===== src/rtl/cpu_mem_pkg.sv =====
// cpu_mem_pkg: shared definitions for the CPU-side SRAM-like memory arbiter.
//   REQ_INST / REQ_DATA : 1-bit requester IDs stored in the response ID FIFO
//   arb_state_e         : address-phase FSM states (ARB, LOCK_I, LOCK_D)
//   mem_size_e          : access size encodings carried on *_size
package cpu_mem_pkg;

  localparam logic REQ_INST = 1'b0;
  localparam logic REQ_DATA = 1'b1;

  typedef enum logic [1:0] {
    ARB    = 2'd0,
    LOCK_I = 2'd1,
    LOCK_D = 2'd2
  } arb_state_e;

  typedef enum logic [1:0] {
    SIZE_BYTE = 2'd0,
    SIZE_HALF = 2'd1,
    SIZE_WORD = 2'd2
  } mem_size_e;

endpackage


===== src/rtl/arb_id_fifo.sv =====
// arb_id_fifo: 1-bit wide requester-ID FIFO, synchronous active-low reset.
//   clk, resetn : clock, synchronous active-low reset
//   push_i, id_i: enqueue id_i (accepted when not full, or when popping same cycle)
//   pop_i       : dequeue head (ignored when empty)
//   full_o, empty_o, head_o : status and oldest ID
module arb_id_fifo #(
  parameter int unsigned DEPTH = 2
) (
  input  logic clk,
  input  logic resetn,
  input  logic push_i,
  input  logic id_i,
  input  logic pop_i,
  output logic full_o,
  output logic empty_o,
  output logic head_o
);

  localparam int unsigned PW = (DEPTH > 1) ? $clog2(DEPTH) : 1;
  localparam int unsigned CW = $clog2(DEPTH + 1);

  logic [DEPTH-1:0] ids_q;
  logic [PW-1:0]    wr_ptr_q, wr_ptr_d;
  logic [PW-1:0]    rd_ptr_q, rd_ptr_d;
  logic [CW-1:0]    cnt_q, cnt_d;
  logic             do_push, do_pop;

  function automatic logic [PW-1:0] next_ptr(input logic [PW-1:0] p);
    return (p == PW'(DEPTH - 1)) ? '0 : p + PW'(1);
  endfunction

  assign full_o  = (cnt_q == CW'(DEPTH));
  assign empty_o = (cnt_q == '0);
  assign head_o  = ids_q[rd_ptr_q];

  // A pop frees its slot in the same cycle, so a push into a full FIFO is
  // accepted when it coincides with a pop.
  assign do_pop  = pop_i && !empty_o;
  assign do_push = push_i && (!full_o || do_pop);

  always_comb begin
    wr_ptr_d = do_push ? next_ptr(wr_ptr_q) : wr_ptr_q;
    rd_ptr_d = do_pop  ? next_ptr(rd_ptr_q) : rd_ptr_q;
    cnt_d    = cnt_q;
    if (do_push && !do_pop) begin
      cnt_d = cnt_q + CW'(1);
    end else if (!do_push && do_pop) begin
      cnt_d = cnt_q - CW'(1);
    end
  end

  always_ff @(posedge clk) begin
    if (!resetn) begin
      ids_q    <= '0;
      wr_ptr_q <= '0;
      rd_ptr_q <= '0;
      cnt_q    <= '0;
    end else begin
      if (do_push) begin
        ids_q[wr_ptr_q] <= id_i;
      end
      wr_ptr_q <= wr_ptr_d;
      rd_ptr_q <= rd_ptr_d;
      cnt_q    <= cnt_d;
    end
  end

endmodule


===== src/rtl/cpu_sram_arbiter.sv =====
// cpu_sram_arbiter: shares one SRAM-like memory port between instruction
// fetch (inst_*) and data access (data_*) using the req/addr_ok/data_ok
// handshake. Address phases are arbitrated and held (locked) until accepted;
// in-order responses are routed back through a requester-ID FIFO.
//   clk, resetn      : clock, synchronous active-low reset
//   inst_* / data_*  : upstream request channels (req, wr, size, wstrb, addr,
//                      wdata in; addr_ok, data_ok, rdata out)
//   mem_*            : downstream channel (req, wr, size, wstrb, addr, wdata
//                      out; addr_ok, data_ok, rdata in)
//   OUTSTANDING      : max accepted-but-unanswered transactions (1..4)
// Build option: ARB_ROUND_ROBIN_EN -- when defined, contended arbitration
// favours the requester not granted last; otherwise data beats inst.
module cpu_sram_arbiter #(
  parameter int unsigned OUTSTANDING = 2
) (
  input  logic        clk,
  input  logic        resetn,
  input  logic        inst_req,
  input  logic        inst_wr,
  input  logic [1:0]  inst_size,
  input  logic [3:0]  inst_wstrb,
  input  logic [31:0] inst_addr,
  input  logic [31:0] inst_wdata,
  output logic        inst_addr_ok,
  output logic        inst_data_ok,
  output logic [31:0] inst_rdata,
  input  logic        data_req,
  input  logic        data_wr,
  input  logic [1:0]  data_size,
  input  logic [3:0]  data_wstrb,
  input  logic [31:0] data_addr,
  input  logic [31:0] data_wdata,
  output logic        data_addr_ok,
  output logic        data_data_ok,
  output logic [31:0] data_rdata,
  output logic        mem_req,
  output logic        mem_wr,
  output logic [1:0]  mem_size,
  output logic [3:0]  mem_wstrb,
  output logic [31:0] mem_addr,
  output logic [31:0] mem_wdata,
  input  logic        mem_addr_ok,
  input  logic        mem_data_ok,
  input  logic [31:0] mem_rdata
);

  import cpu_mem_pkg::*;

  arb_state_e state_q, state_d;
  logic       owner;      // requester whose fields drive mem_*
  logic       owner_req;  // that requester's req is asserted
  logic       issue;      // mem_req before output forcing
  logic       accept;
  logic       fifo_full, fifo_empty, fifo_head;

`ifdef ARB_ROUND_ROBIN_EN
  logic last_q, last_d;
`endif

  // Grant selection: a lock pins ownership, otherwise arbitrate.
  always_comb begin
    owner     = REQ_DATA;
    owner_req = 1'b0;
    case (state_q)
      LOCK_I: begin
        owner     = REQ_INST;
        owner_req = inst_req;
      end
      LOCK_D: begin
        owner     = REQ_DATA;
        owner_req = data_req;
      end
      default: begin
        owner_req = inst_req | data_req;
        if (inst_req && data_req) begin
`ifdef ARB_ROUND_ROBIN_EN
          owner = ~last_q;
`else
          owner = REQ_DATA;
`endif
        end else begin
          owner = data_req ? REQ_DATA : REQ_INST;
        end
      end
    endcase
  end

  // A response popping a full FIFO frees the slot for this cycle's push.
  assign issue  = resetn && owner_req && (!fifo_full || mem_data_ok);
  assign accept = issue && mem_addr_ok;

  // State register
  always_ff @(posedge clk) begin
    if (!resetn) begin
      state_q <= ARB;
    end else begin
      state_q <= state_d;
    end
  end

  // Next-state logic; a full FIFO (issue low) keeps the current state.
  always_comb begin
    state_d = state_q;
    case (state_q)
      ARB: begin
        if (issue && !mem_addr_ok) begin
          state_d = (owner == REQ_DATA) ? LOCK_D : LOCK_I;
        end
      end
      LOCK_I, LOCK_D: begin
        if (!owner_req || accept) begin
          state_d = ARB;
        end
      end
      default: state_d = ARB;
    endcase
  end

  // Output logic
  always_comb begin
    mem_req = issue;
    if (owner == REQ_DATA) begin
      mem_wr    = data_wr;
      mem_size  = data_size;
      mem_wstrb = data_wstrb;
      mem_addr  = data_addr;
      mem_wdata = data_wdata;
    end else begin
      mem_wr    = inst_wr;
      mem_size  = inst_size;
      mem_wstrb = inst_wstrb;
      mem_addr  = inst_addr;
      mem_wdata = inst_wdata;
    end
    if (!resetn) begin
      mem_wr    = 1'b0;
      mem_wstrb = '0;
    end
    inst_addr_ok = accept && (owner == REQ_INST);
    data_addr_ok = accept && (owner == REQ_DATA);
    inst_data_ok = resetn && mem_data_ok && !fifo_empty && (fifo_head == REQ_INST);
    data_data_ok = resetn && mem_data_ok && !fifo_empty && (fifo_head == REQ_DATA);
  end

  assign inst_rdata = mem_rdata;
  assign data_rdata = mem_rdata;

`ifdef ARB_ROUND_ROBIN_EN
  always_comb begin
    last_d = accept ? owner : last_q;
  end

  always_ff @(posedge clk) begin
    if (!resetn) begin
      last_q <= REQ_INST;
    end else begin
      last_q <= last_d;
    end
  end
`endif

  arb_id_fifo #(
    .DEPTH(OUTSTANDING)
  ) u_id_fifo (
    .clk    (clk),
    .resetn (resetn),
    .push_i (accept),
    .id_i   (owner),
    .pop_i  (mem_data_ok),
    .full_o (fifo_full),
    .empty_o(fifo_empty),
    .head_o (fifo_head)
  );

  // A locked requester must hold req until accepted.
  lock_req_held_a: assert property (@(posedge clk) disable iff (!resetn)
    (state_q == LOCK_I) |-> inst_req);
  lock_req_held_d: assert property (@(posedge clk) disable iff (!resetn)
    (state_q == LOCK_D) |-> data_req);
  // Responses never arrive with nothing outstanding.
  no_orphan_resp: assert property (@(posedge clk) disable iff (!resetn)
    mem_data_ok |-> !fifo_empty);

endmodule


===== config.mk =====
export PLATFORM = sky130hd
export DESIGN_NAME = cpu_sram_arbiter
export DESIGN_NICKNAME = d
export VERILOG_FILES = /design/src/rtl/cpu_mem_pkg.sv /design/src/rtl/arb_id_fifo.sv /design/src/rtl/cpu_sram_arbiter.sv
export SDC_FILE = /design/constraint.sdc
export NUM_CORES = 1
export LEC_CHECK = 0
export CELL_PAD_IN_SITES_DETAIL_PLACEMENT = 1
export CELL_PAD_IN_SITES_GLOBAL_PLACEMENT = 1
export CORE_AREA = 3 3 122 124
export CTS_BUF_LIST = sky130_fd_sc_hd__clkbuf_4
export DETAILED_ROUTE_END_ITERATION = 6
export DIE_AREA = 0 0 125 127
export DONT_BUFFER_PORTS = 1
export GPL_TIMING_DRIVEN = 0
export PLACE_DENSITY_LB_ADDON = 0.1
export SYNTH_ARGS = -nofsm -noshare
export SYNTH_HDL_FRONTEND = slang
export SYNTH_SLANG_ARGS = --single-unit

===== constraint.sdc =====
create_clock -name clk -period 3.01 [get_ports clk]
set_clock_uncertainty 0.05 [all_clocks]
set_input_delay 0.4515 -clock clk [delete_from_list [all_inputs] [get_ports clk]]
set_output_delay 0.4515 -clock clk [all_outputs]
set_load 0.01 [all_outputs]

# Word-level counts from Yosys, hierarchy flattened
# Index checks and enable logic that the tools add are counted.
[word_totals]
in_bits = 180
out_inout_bits = 140
word_cells = 74
regBits = 8
[op_classes]
n_lt_le_gt_ge = 3
n_addsub = 4
bitwise = 3
eq_ne = 5
reduce_logical = 30
mux = 24
[ops]
columns = ["operator", "count"]
rows = [
  ["$mux W32", 2],
  ["$logic_and A1 B1 Y1", 16],
  ["$mux W2", 6],
  ["$mux W1", 9],
  ["$mux W4", 2],
  ["$logic_not A1 Y1", 6],
  ["$eq A2 B2 Y1 const B", 2],
  ["$logic_not A2 Y1", 2],
  ["$lt A1 B2 Y1 const B", 2],
  ["$ne A2 B2 Y1 const B", 2],
  ["$pmux W1 S2", 2],
  ["$pmux W2 S2", 1],
  ["$logic_or A1 B1 Y1", 3],
  ["$add A1 B1 Y1 const B", 2],
  ["$add A2 B1 Y2 const B", 1],
  ["$bwmux W2", 1],
  ["$eq A2 B1 Y1 const B", 1],
  ["$not A1 Y1", 2],
  ["$reduce_and A2 Y1", 1],
  ["$reduce_bool A2 Y1", 1],
  ["$reduce_or A2 Y1", 1],
  ["$sub A2 B1 Y2 const B", 1],
  ["$demux W1 S1", 1],
  ["$ge A1 B1 Y1 const B", 1],
  ["$or A1 B1 Y1", 1],
]

# Depth between registers and ports, before layout
# Gate-level depths: netlist of run 1.
[logic_depth]
word_depth = 10
ltp_mapped = 9
ltp_nobuf = 9

# Hierarchy
# From an unflattened synthesis of run 1, not the netlist that was laid out.
[unflattened]
hier_cells = 354
area_unflattened_um2 = 1974.4
[by_module_without_submodules]
columns = ["module", "instances", "area_per_inst_um2", "cells_per_inst"]
rows = [
  ["cpu_sram_arbiter", 1, 1676.6, 323],
  ["arb_id_fifo", 1, 297.8, 31],
]

# Worst setup path after synthesis of run 1
# No wires, ideal clock.
[synth_path]
kind = "reg2reg"
from = "register state_q[0]"
to = "register u_id_fifo.cnt_q[1]"
path_stages_with_launch = 9
n_path_buf = 0
arrival_time_ns = 2.057
setup_time_ns = 0.071
required_ns = 2.889
setup_slack_ns = 0.832
path_cell_list = "dfxtp_1 > inv_1 > ha_1 > o21ba_2 > o2111ai_2 > inv_1 > ha_1 > or3_1 > a21oi_1"
[synth_between]
elab_chain_len = 9
[synth_lines]
columns = ["item", "line_no", "source"]
rows = [
  ["start, declared", "cpu_sram_arbiter.sv:49", "arb_state_e state_q, state_d;"],
  ["start signal, assigned", "cpu_sram_arbiter.sv:97", "state_q <= state_d;"],
  ["$eq A2 B2 Y1 or $eq A2 B1 Y1 (tied branches)", "cpu_sram_arbiter.sv:64", "case (state_q)"],
  ["$pmux W1 S2 *", "cpu_sram_arbiter.sv:64", ""],
  ["$logic_and A1 B1 Y1 * (2 in a row)", "cpu_sram_arbiter.sv:89", "assign issue = resetn && owner_req && (!fifo_full || mem_data_ok);"],
  ["$logic_and A1 B1 Y1 *", "cpu_sram_arbiter.sv:90", "assign accept = issue && mem_addr_ok;"],
  ["$logic_and A1 B1 Y1 *", "arb_id_fifo.sv:39", "assign do_push = push_i && (!full_o || do_pop);"],
  ["$logic_not A1 Y1", "arb_id_fifo.sv:47", "end else if (!do_push && do_pop) begin"],
  ["$logic_and A1 B1 Y1", "arb_id_fifo.sv:47", ""],
  ["$reduce_bool A2 Y1 (no line)", "n/a", ""],
  ["end signal, assigned", "arb_id_fifo.sv:64", "cnt_q <= cnt_d;"],
  ["end, declared", "arb_id_fifo.sv:25", "logic [CW-1:0] cnt_q, cnt_d;"],
]
# Mark *: on every way between the ends. The rest lies on a longest branch, timed or not.
# A chain may end at the register's enable or synchronous reset.

# Worst setup path after layout of run 1
[layout_path]
from = "register state_q[1]"
to = "output mem_wstrb[2]"
[layout_between]
elab_chain_len = 4
[layout_lines]
columns = ["item", "line_no", "source"]
rows = [
  ["$eq A2 B2 Y1 or $eq A2 B1 Y1 (tied branches)", "cpu_sram_arbiter.sv:64", ""],
  ["$pmux W1 S2 *", "cpu_sram_arbiter.sv:64", ""],
  ["$mux W4 *", "cpu_sram_arbiter.sv:122", "if (owner == REQ_DATA) begin"],
  ["$mux W4 *", "cpu_sram_arbiter.sv:135", "if (!resetn) begin"],
  ["end, declared", "cpu_sram_arbiter.sv:39", "output logic [3:0] mem_wstrb,"],
]
# Marks and branches as above.

==> impl_metrics.ini, run 1 <==
[run_status]
status = finished clean

[critical_path]
crit_fanout = 10
r2r-end = u_id_fifo.cnt_q[1]
reg2regPathDepth = 8
crit_required_ps = 2510
end_kind = primary output
reg2reg_from = state_q[1]
worst-setup-path-type = reg -> out
arrival_ps = 2210
critPathLaunchType = flip-flop
rrSetupSlack_ps = 580
crit_start = state_q[1]

[sta]
drv_slew = 0
clock.fmax_mhz = 369
tightest_slew_ps = 580
rsz0062_at_grt = false
hold_viol_final = 0
finalSetupTns_ps = 0
slew_headroom_pct = 61.3
period_share_pct = 90.0
finalCriticalPeriod_ps = 2710
final-setup-viol-count = 0

[clocking]
cts_setup_buffers = 0
cts_sinks = 8
numCtsBuffers = 3
clk_latency_ps = 250
htreeDepth = 1
path_clk_slew_ps = 60
cts_root_buffer = clkbuf_4
cts_tree = yes
clockBufferDepth = 2

[route]
num_vias = 2124
routed_via_density = 3.98
drc = 0
first_pass_iters = 4
wire_per_inst_um = 16.2
postRouteAntennaNets = 0
drt_iter0_markers = 43
wirelength_mm = 8.64

[logic_synthesis]
synth_nets = 535
synth_area_leaders = nand2_1 42%, buf_4 26%, dfxtp_1 8.6%
synth_edf_count = 0
synth_flop_cell = dfxtp_1
synth.top_cell.area_share_pct = 42.5
ys_warn_count = 0
synthesis.area_um2 = 1870
ys_seq_elements = 8
synth_cell_type_count = 27
synth_area_leader_cell = nand2_1
postSynth.asyncResetShare_pct = 0
ys_seq_area_share_pct = 8.55
avgSynthCellArea_um2 = 5.34
syn-instance-count = 351

[pwr]
p_per_area_nw_per_um2 = 898
p_leak_nw = 1.19
clock_power_share_pct = 4.4
pwr-share-comb_pct = 86.4
p_sw_w = 0.00125
max-vdd-ir-drop_mv = 0.274
p_int_w = 0.000664
seqPwrFrac_pct = 9.2
power.share.switching_pct = 65.3

[flow_run]
maxCapViolations = 0

[floorplan]
die_area_um2 = 15900
initial_utilization_pct = 13.5
top_level_ports = 320
core_area_um2 = 13900
rows = 43
die_w_um = 125
die_h_um = 127

[final_layout]
n_antenna_cell = 0
nets = 540
areaGrowthSynthToFinish_pct = 13.6
final_core_util_pct = 15.3
drive_gt1_share_pct = 23.2

[grt]
grt.overflow.total = 0
first_global_vias = 2222
grt_pass1_wl_mm = 12.1
grt_usage_pct = 9.36
antenna_found_initial = 0
grt_max_degree = 11

[worst_hold_path]
min_from = mem_addr_ok
min_to = state_q[0]
holdPathStages = 2
hold_path_class = in -> reg

[place]
post-dp-hpwl_mm = 7.71
port_buffers = 0
globalplace.congestion = 0.729
-- cell type report --
type                       count  area, um^2
inverter                       7        26.3
sequential                     8         160
tap                          180         225
fill                        1781       11800
clock buffer                   3        22.5
buffer                        82         559
multi-input combinational    254        1130
-- cell usage after synthesis (2+ instances only) --
cell,count
ha_1,4
dfxtp_1,8
a21oi_1,6
buf_2,3
nand2_1,212
buf_1,6
clkbuf_1,9
xor2_1,3
o211ai_1,3
o31ai_1,2
inv_1,7
mux2i_1,4
o21ai_0,2
buf_4,64
nor2_1,6
-- cells by family after synthesis --
family	Yosys count	share of synthesized area (%)
muxes	5	2.74
xor gates and xnor gates	4	1.87
adders and majority gates	4	2.67
DFF	8	8.55
buffers and inverters	89	30.9
AOI/OAI and AO/OA	19	8.02
and+or+nand+nor	222	45.3
-- worst max path at each step --
| stage | endpoint | slack (ps) | depth (start not counted) |
|---|---|---|---|
| final | mem_wstrb[2] | 300 | 6 |
| after global routing | mem_wdata[14] | 40 | 7 |
| after CTS | mem_wdata[14] | 20 | 7 |
| after detailed placement | mem_wdata[14] | 300 | 7 |
| after global placement | mem_wdata[14] | 340 | 7 |
| after floorplan | u_id_fifo.cnt_q[1] | 830 | 8 |
-- repair_timing --
item                                    in CTS  in global routing
endpoints found under the setup margin       0                 48
hold buffers                                 0                  0
resized for setup                            0                  9
-- flip-flops by register name, indices dropped and copies added (netlist names) --
name and cells:
u_id_fifo.rd_ptr_q 1, u_id_fifo.cnt_q 2, u_id_fifo.wr_ptr_q 1, state_q 2
u_id_fifo.ids_q 2
-- cell usage in the layout, fill, tap and decap left out, drive strengths merged, types with 2 or more instances in the layout --
master | synthesis | layout
a21oi | 6 | 6
dfxtp | 8 | 8
clkbuf | 9 | 15
nand2 | 212 | 212
ha | 4 | 4
o21ai | 2 | 2
xor2 | 3 | 3
inv | 7 | 7
o31ai | 2 | 2
o211ai | 3 | 3
buf | 73 | 70
nor2 | 6 | 6
mux2i | 4 | 4
-- power groups by stage --
stage	clock, W	combinational, W	sequential, W
floorplan	0	0.00130	0.000170
global placement	0	0.00170	0.000178
detailed placement	0	0.00170	0.000180
CTS	0.0000882	0.00171	0.000179
global route	0.0000937	0.00189	0.000183
finish	0.0000835	0.00165	0.000176
-- critical path: stages, from the launching register on --
cell,delay [ps]
dfxtp_1,360
inv_1,70
ha_1,350
mux2i_1,320
clkbuf_1,440
nand2_1,110
a21oi_1,300
-- routing by layer --
layer  up-vias  part of all wire (%)  GRT usage [%]
met2       184                    56           19.7
li1       1018                     -              -
met5         -                     0              0
met3         2                   9.4           1.63
met1       920                    34           9.69
met4         0                  0.31           1.34
-- through the flow --
stage / setup slack, ps / total power (W) / cell area, um^2 / std cells / hold slack, ps
after floorplan: 832 / 0.00147 / 1870 / 351 / 397
final: 301 / 0.00191 / 2130 / 534 / 421
after global placement: 341 / 0.00188 / 2100 / 531 / 416
after global routing: 38.2 / 0.00216 / 2130 / 534 / 427
after CTS: 17.8 / 0.00197 / 2120 / 534 / 426
after detailed placement: 298 / 0.00188 / 2100 / 531 / 423
Power figures use the tool's default switching activity.
==> run 2: changes to the inputs <==
--- a/config.mk
+++ b/config.mk
@@ -5,12 +5,13 @@
 export SDC_FILE = /design/constraint.sdc
 export NUM_CORES = 1
 export LEC_CHECK = 0
+export ABC_AREA = 1
 export CELL_PAD_IN_SITES_DETAIL_PLACEMENT = 1
 export CELL_PAD_IN_SITES_GLOBAL_PLACEMENT = 1
-export CORE_AREA = 3 3 122 124
+export CORE_AREA = 3 3 124 126
 export CTS_BUF_LIST = sky130_fd_sc_hd__clkbuf_4
 export DETAILED_ROUTE_END_ITERATION = 6
-export DIE_AREA = 0 0 125 127
+export DIE_AREA = 0 0 127 129
 export DONT_BUFFER_PORTS = 1
 export GPL_TIMING_DRIVEN = 0
 export PLACE_DENSITY_LB_ADDON = 0.1
==> run 2 against run 1 <==
Against the previous run:
- sequential power is 7% lower
- first-iteration DRC count is 30% higher
- routed wire length is 7.8% higher
- worst setup slack better by 130 ps
- area after synthesis is 3.1% higher
- combinational power is 15% lower
- critical endpoint is now mem_wdata[4]
- maximum frequency is 4.9% higher
- register-to-register slack better by 310 ps
- total power is 14% lower
- synthesized cell count is 6.0% higher
- core utilization is 0.20 points lower
- die area is 3.2% higher
==> impl_metrics.ini, run 2 <==
[floorplan]
die_h_um = 129
die_area_um2 = 16400
die_w_um = 127
core_area_um2 = 14400
top_level_ports = 320
initial_utilization_pct = 13.4
rows = 44

[clocking]
clockBufferDepth = 2
numCtsBuffers = 3
htreeDepth = 1
cts_tree = yes
cts_setup_buffers = 0
cts_sinks = 8
path_clk_slew_ps = 60
cts-resized-gates = 0
cts-hold-fix-buffers = 0
cts_root_buffer = clkbuf_4
clk_latency_ps = 260

[place]
port_buffers = 0
globalplace.congestion = 0.687
post-dp-hpwl_mm = 8.08
dpl.cell_count = 556

[logic_synthesis]
avgSynthCellArea_um2 = 5.19
synth_area_leader_cell = nand2_1
yosysMostFrequentCell = nand2_1
synth.top_cell.area_share_pct = 41.6
synth_cell_type_count = 22
synth_flop_cell = dfxtp_1
synth_top_family_by_area = simple AND/OR/NAND/NOR gates
yosys-top-cells-count = 214 x nand2_1, 71 x buf_4, 20 x nor2_1
synthesis.area_um2 = 1930
syn-instance-count = 372
ys_seq_elements = 8
postSynth.asyncResetShare_pct = 0
yosys.area_share.simple_pct = 50.1
synth_nets = 556
synth_compound_area_share_pct = 4.60
synthMuxAreaShare_pct = 0.518
ys_warn_count = 0
synth_adder_area_share_pct = 2.59
synth_edf_count = 0
synth-xor-area-share_pct = 0.454
synth_area_leaders = nand2_1 42%, buf_4 28%, dfxtp_1 8.3%
ys_seq_area_share_pct = 8.30

[pwr]
p_leak_nw = 1.27
power.share.switching_pct = 64.8
p_sw_w = 0.00107
p_per_area_nw_per_um2 = 754
seqPwrFrac_pct = 9.9
max-vdd-ir-drop_mv = 0.250
clock_power_share_pct = 5.2
p_int_w = 0.000579
pwr-share-comb_pct = 84.8

[route]
first_pass_iters = 4
drc = 0
drt_iter0_markers = 56
wirelength_mm = 9.31
routed_via_density = 3.86
num_vias = 2156
postRouteAntennaNets = 0
wire_per_inst_um = 16.7

[sta]
finalCriticalPeriod_ps = 2580
final-setup-viol-count = 0
hold_viol_final = 0
rsz0062_at_grt = false
clock.fmax_mhz = 387
slew_headroom_pct = 73.8
tightest_slew_ps = 391
drv_slew = 0
period_share_pct = 85.8
finalSetupTns_ps = 0

[critical_path]
crit_required_ps = 2510
arrival_ps = 2080
rrSetupSlack_ps = 890
worst-setup-path-type = reg -> out
critPathLaunchType = flip-flop
reg2regPathDepth = 12
crit_fanout = 10
end_kind = primary output

[run_status]
status = finished clean

[final_layout]
final_common_cell = nand2_1
areaGrowthSynthToFinish_pct = 13.1
n_antenna_cell = 0
final_core_util_pct = 15.1
final_cells = 559
final_cell_mix = 214 x nand2_1, 71 x buf_4, 20 x nor2_1
drive_gt1_share_pct = 25.3
n_fill_cell = 1855
nets = 561
reg_top3 = state_q x2, u_id_fifo.cnt_q x2, u_id_fifo.ids_q x2
multi_input_comb_area_um2 = 1120
ff_latch_area_um2 = 160

[grt]
grt_usage_pct = 9.55
grt.overflow.total = 0
grt_pass1_wl_mm = 12.2
antenna_found_initial = 0
first_global_vias = 2150
grt_max_degree = 11

[flow_run]
maxCapViolations = 0

[worst_hold_path]
hold_path_class = in -> reg
holdPathStages = 2
## run 2: cell count changes after synthesis, sizes merged, moves of 2 or more
cell,previous run,this run
nand3,0,5
clkbuf,9,0
inv,7,15
o31ai,2,0
mux2i,4,1
nor2,6,20
nand2,212,218
buf,73,80
o21ai,2,10
o211ai,3,0
xor2,3,1
## run 2: kinds of logic after synthesis
group	count (synthesis)
AOI/OAI and AO/OA	17
xor gates and xnor gates	1
adders and majority gates	4
buffers and inverters	96
DFF	8
muxes	1
and+or+nand+nor	245
## run 2: final timing paths
path	to	start
worst max-delay path	mem_wdata[4]	state_q[1]
worst min register to register	u_id_fifo.ids_q[1]	u_id_fifo.ids_q[1]
worst min-delay path	u_id_fifo.ids_q[0]	resetn
worst max register to register	u_id_fifo.cnt_q[1]	state_q[1]
## run 2: cell type report
class	instances	area share, %
buffer	80	26.8
inverter	16	2.81
sequential	8	7.34
tap	184	10.5
clock buffer	3	1.03
multi-input combinational	268	51.5
## run 2: worst max-delay path, stage by stage (launching register included)
cell,delay [ps]
dfxtp_1,360
inv_1,70
ha_1,290
inv_1,70
nand2_1,60
nand2_1,120
inv_2,220
buf_2,350
nand2_1,80
nand2_1,180
## run 2: layer usage
metal	share of wire, %	vias up	GRT usage, %
li1	-	1057	-
met1	38	954	11.6
met2	55	145	18.7
met3	6.8	0	1.33
met4	0	0	0.315
met5	0	-	0
## run 2: metrics by stage
step / cell area [um^2] / power (W) / hold WS (ps) / setup slack, ps
finish: 2180 / 0.00165 / 337 / 427
global route: 2180 / 0.00187 / 342 / 155
CTS: 2180 / 0.00172 / 333 / 240
detailed placement: 2160 / 0.00163 / 416 / 539
global placement: 2160 / 0.00162 / 405 / 557
floorplan: 1930 / 0.00126 / 389 / 1110
## run 2: power by group through the flow
stage                Clock, W  Combinational, W  Sequential, W
global placement            0           0.00146       0.000165
global route         0.000101           0.00160       0.000170
finish              0.0000860           0.00140       0.000163
CTS                 0.0000925           0.00147       0.000163
floorplan                   0           0.00110       0.000160
detailed placement          0           0.00147       0.000165
